[config.mk]
export PLATFORM = sky130hd
export DESIGN_NAME = class_vote_window
export DESIGN_NICKNAME = d
export VERILOG_FILES = /design/src/rtl/class_vote_window.sv
export SDC_FILE = /design/constraint.sdc
export NUM_CORES = 1
export LEC_CHECK = 0
export ABC_CLOCK_PERIOD_IN_PS = 3300
export BUFFER_PORTS_ARGS = -buffer_cell sky130_fd_sc_hd__buf_2
export CAP_MARGIN = 20
export CORE_MARGIN = 8
export CORE_UTILIZATION = 40
export DETAILED_ROUTE_END_ITERATION = 16
export GPL_ROUTABILITY_DRIVEN = 1
export REMOVE_ABC_BUFFERS = 1
export SYNTH_ARGS = -nofsm -noshare
export SYNTH_HDL_FRONTEND = slang
export SYNTH_SLANG_ARGS = --single-unit
[constraint.sdc]
create_clock -name clk_i -period 3.3 [get_ports clk_i]
set_input_delay 0 -clock clk_i [delete_from_list [all_inputs] [get_ports clk_i]]
set_output_delay 0 -clock clk_i [all_outputs]
set_load 0.1 [all_outputs]
[src/rtl/class_vote_window.sv]
// Windowed majority vote over winner-take-all readout samples.
// Optional CLASS_VOTE_DROP_CNT_EN adds dropped_o, a saturating count of discarded samples.
module class_vote_window #(
  parameter int                 NUM_CLASSES = 10,
  parameter int                 WIDTH_P     = 8,
  parameter int                 WINDOW      = 16,
  parameter logic [WIDTH_P-1:0] MIN_VALUE   = 8'd1
) (
  input  logic               clk_i,
  input  logic               rst_i,
  input  logic               valid_i,
  input  logic [WIDTH_P-1:0] idx_i,
  input  logic [WIDTH_P-1:0] value_i,
  input  logic               result_ready_i,
  output logic               result_valid_o,
  output logic [WIDTH_P-1:0] class_o,
  output logic [WIDTH_P-1:0] votes_o,
  output logic               busy_o
`ifdef CLASS_VOTE_DROP_CNT_EN
  ,
  output logic [7:0]         dropped_o
`endif
);

  localparam int SW = (NUM_CLASSES > 1) ? $clog2(NUM_CLASSES) : 1;
  localparam logic [SW-1:0]      SCAN_LAST = SW'(NUM_CLASSES - 1);
  localparam logic [7:0]         WIN_LAST  = 8'(WINDOW - 1);
  localparam logic [WIDTH_P-1:0] NO_CLASS  = '1;

  typedef enum logic [1:0] {
    COLLECT,
    DECIDE,
    HOLD
  } state_e;

  state_e                        state_q, state_d;
  logic [7:0]                    sample_q, sample_d;
  logic [NUM_CLASSES-1:0][7:0]   vote_q, vote_d;
  logic [SW-1:0]                 scan_q, scan_d;
  logic [7:0]                    best_cnt_q, best_cnt_d;
  logic [SW-1:0]                 best_idx_q, best_idx_d;
  logic                          rv_q, rv_d;
  logic [WIDTH_P-1:0]            class_q, class_d;
  logic [WIDTH_P-1:0]            votes_q, votes_d;
  logic [7:0]                    cand_cnt;
  logic [SW-1:0]                 cand_idx;

  always_comb begin
    state_d    = state_q;
    sample_d   = sample_q;
    vote_d     = vote_q;
    scan_d     = scan_q;
    best_cnt_d = best_cnt_q;
    best_idx_d = best_idx_q;
    rv_d       = rv_q;
    class_d    = class_q;
    votes_d    = votes_q;
    cand_cnt   = best_cnt_q;
    cand_idx   = best_idx_q;
    unique case (state_q)
      COLLECT: begin
        if (valid_i) begin
          sample_d = sample_q + 8'd1;
          for (int c = 0; c < NUM_CLASSES; c++) begin
            if (idx_i == WIDTH_P'(c) && value_i >= MIN_VALUE) begin
              vote_d[c] = vote_q[c] + 8'd1;
            end
          end
          if (sample_q == WIN_LAST) begin
            state_d    = DECIDE;
            scan_d     = '0;
            best_cnt_d = '0;
            best_idx_d = '0;
          end
        end
      end
      DECIDE: begin
        // strict compare keeps the lowest index on ties
        if (vote_q[scan_q] > best_cnt_q) begin
          cand_cnt = vote_q[scan_q];
          cand_idx = scan_q;
        end
        best_cnt_d = cand_cnt;
        best_idx_d = cand_idx;
        if (scan_q == SCAN_LAST) begin
          state_d = HOLD;
          rv_d    = 1'b1;
          if (cand_cnt == 8'd0) begin
            class_d = NO_CLASS;
            votes_d = '0;
          end else begin
            class_d = WIDTH_P'(cand_idx);
            votes_d = WIDTH_P'(cand_cnt);
          end
        end else begin
          scan_d = scan_q + 1'b1;
        end
      end
      HOLD: begin
        if (result_ready_i) begin
          state_d  = COLLECT;
          rv_d     = 1'b0;
          vote_d   = '0;
          sample_d = '0;
        end
      end
      default: state_d = COLLECT;
    endcase
  end

  always_ff @(posedge clk_i) begin
    if (rst_i) begin
      state_q    <= COLLECT;
      sample_q   <= '0;
      vote_q     <= '0;
      scan_q     <= '0;
      best_cnt_q <= '0;
      best_idx_q <= '0;
      rv_q       <= 1'b0;
      class_q    <= NO_CLASS;
      votes_q    <= '0;
    end else begin
      state_q    <= state_d;
      sample_q   <= sample_d;
      vote_q     <= vote_d;
      scan_q     <= scan_d;
      best_cnt_q <= best_cnt_d;
      best_idx_q <= best_idx_d;
      rv_q       <= rv_d;
      class_q    <= class_d;
      votes_q    <= votes_d;
    end
  end

  assign result_valid_o = rv_q;
  assign class_o        = class_q;
  assign votes_o        = votes_q;
  assign busy_o         = (state_q != COLLECT);

`ifdef CLASS_VOTE_DROP_CNT_EN
  logic [7:0] drop_q, drop_d;

  always_comb begin
    drop_d = drop_q;
    if (valid_i && state_q != COLLECT && drop_q != 8'hFF) begin
      drop_d = drop_q + 8'd1;
    end
  end

  always_ff @(posedge clk_i) begin
    if (rst_i) drop_q <= '0;
    else       drop_q <= drop_d;
  end

  assign dropped_o = drop_q;
`endif

endmodule

==> qor.txt <==
status - finished, final reports clean
Initial DRC Count - 443
GRT overflow - 0
arrival time worst endpoint - 3580 ps
die area - 19,900 µm²
Slew @ Worst Pin - 868 ps
post-synth top area share - 0.384
Residual DRC - 0
Post-Route WL - 16,300 µm
Final Setup Violations - 0
largest net degree at the start of global routing - 54
GPL Wtd Cong - 0.866
Detailed Routing Iterations Pass 1 - 4
WL per Instance - 16.6 µm
power per cell area - 461 nW/µm²
post-synth top area cell - dfxtp_1
RSZ-0062 raised after global routing - true
most frequent cell after synthesis - nor2_1
share of cells above drive strength 1 - 0.181
via count - 5,235
Synth Instances - 717
leakage - 2.80 nW
synthesis-stage register bit count - 120
sequential-to-total area share from yosys stat - 0.384
Worst Setup End Kind - register
clk slew on worst S/H paths - 60 ps
first-pass GRT wire length - 25,600 µm
Synth top cells by count - nor2_1, dfxtp_1, xor2_1
GRT Total Usage - 0.163
worst hold slack - 122 ps
Starting Density - 0.410
vias per cell - 5.35
FMAX - 311 MHz
die height - 141 µm
Post-Syn Area - 6260 µm²
final core utilization - 0.490
Sink Count - 120
Post-synth EDFFs - 0
TritonCTS clock tree - built
initial antenna violation count - 0
period utilization - 0.974
Cell variety after synth - 51
HP Start - idx_i[0]
synth top area cells - dfxtp_1, xor2_1, nor2_1, ha_1, nand4_1
clock latency on the worst-skew pair - 430 ps
vias in the first global route - 4,956
Final Hold Vio Count - 0
Max-slew headroom - 0.420
CP startpoint - scan_q[1]
Clock Tree Buf Depth - 2
final worst path period need - 3210 ps
Crit Path Class - reg -> reg
Max Cap Viol - 0
setup TNS - 0 ps
nets - 796
syn_area_per_cell - 8.74 µm²
Root Driver - clkbuf_16
Crit path required time - 3660 ps
HP Class - in -> reg
Final Skew - 12.0 ps
DRT antenna net count - 0
Area Growth Syn to Fin - 19.4%
worst r2r src - scan_q[1]
synth warn - 0
port bufs - 37
asr flop ratio synth - 0
core box area - 15,300 µm²
crit start category - register
max-slew violations - 0
Max FO, Critical Path - 12
Chip Width - 141 µm
Top FF cell, synth - dfxtp_1
Max IR drop VDD - 0.000363 V
Antenna Cells - 0
htree depth - 4
CTS buffer count - 17
HPWL after detailed placement - 11,200 µm
row cnt - 45
num ports - 38
## cells in the final DEF, fill, tap and decap left out, types with 21 or more instances in the layout
master	count
a21oi_1	29
buf_2	37
dfxtp_1	118
ha_1	21
mux2i_1	26
nand2_1	48
nand3_1	30
nand4_1	42
nor2_1	126
xor2_1	64
## what timing repair did
action / 4_1_cts / 5_1_grt
endpoints found under the hold margin: 4 / 0
buffers inserted: 0 / 2
hold buffers: 2 / 0
setup endpoints to repair: 0 / 21
resized for setup: 0 / 22
## final timing paths
check	to	slack [ps]	depth (start not counted)
worst max-delay path	class_o[1]	90	13
worst min-delay path	vote_q[57]	120	4
worst max register to register	class_o[1]	90	13
worst min register to register	votes_o[6]	450	2
## report_power, final
part / switching, mW / leakage (nW) / internal [mW]
clock: 0.690 / 0.294 / 1.24
combinational: 0.0459 / 1.54 / 0.0214
sequential: 0.00278 / 0.968 / 1.45
total: 0.739 / 2.80 / 2.71
## area by class of cell
type | count | area, µm²
Clock buffer | 20 | 467
Clock inverter | 12 | 149
Fill cell | 1433 | 7780
Inverter | 13 | 48.8
Multi-Input combinational cell | 545 | 3730
Sequential cell | 120 | 2410
Tap cell | 211 | 264
Timing Repair Buffer | 58 | 415
## kinds of logic (layout without fill, tap and decap cells)
kind of cell / count (synthesis) / in the layout / synth area share
flip-flops: 120 / 120 / 0.384
XOR/XNOR: 68 / 68 / 0.0951
buffers and inverters: 52 / 103 / 0.0366
adder cells (fa/ha/maj): 21 / 21 / 0.0419
AND/OR/NAND/NOR: 317 / 317 / 0.248
multiplexers: 45 / 45 / 0.0925
AO/OA/AOI/OAI: 94 / 94 / 0.102
## flip-flops by register name (all words and copies together) (netlist names)
name	cells
vote_q	80
best_cnt_q	8
sample_q	8
votes_o	8
class_o	5
best_idx_q	4
scan_q	4
state_q	2
result_valid_o	1
## routing by layer
metal	wire [µm]	vias up	track usage
met2	8080	81	0.276
met5	0	-	0
met3	671	21	0.0398
met4	251	0	0.0588
li1	-	2610	-
met1	7270	2523	0.195
## per-stage QoR
| stage | instance area, µm² | setup WS [ps] | power, mW | cells |
|---|---|---|---|---|
| finish | 7480 | 85.5 | 3.45 | 979 |
| global route | 7480 | -66.0 | 3.56 | 979 |
| CTS | 7310 | 43.9 | 3.47 | 974 |
| detailed placement | 6680 | 69.4 | 1.55 | 940 |
| global placement | 6680 | 144 | 1.55 | 940 |
| floorplan | 6080 | -1360 | 1.51 | 678 |
## critical path: stages, from the launching register on
cell      delay [ps]
dfxtp_4          360
buf_12           140
mux4_2           520
o22ai_2          170
o22ai_2          110
ha_1             320
nor2b_1          150
o211ai_1         130
a21oi_2          200
o21ai_4          100
buf_6            150
or4b_1           480
a2bb2o_4         250
nand4b_2          80
Power figures use the tool's default switching activity.
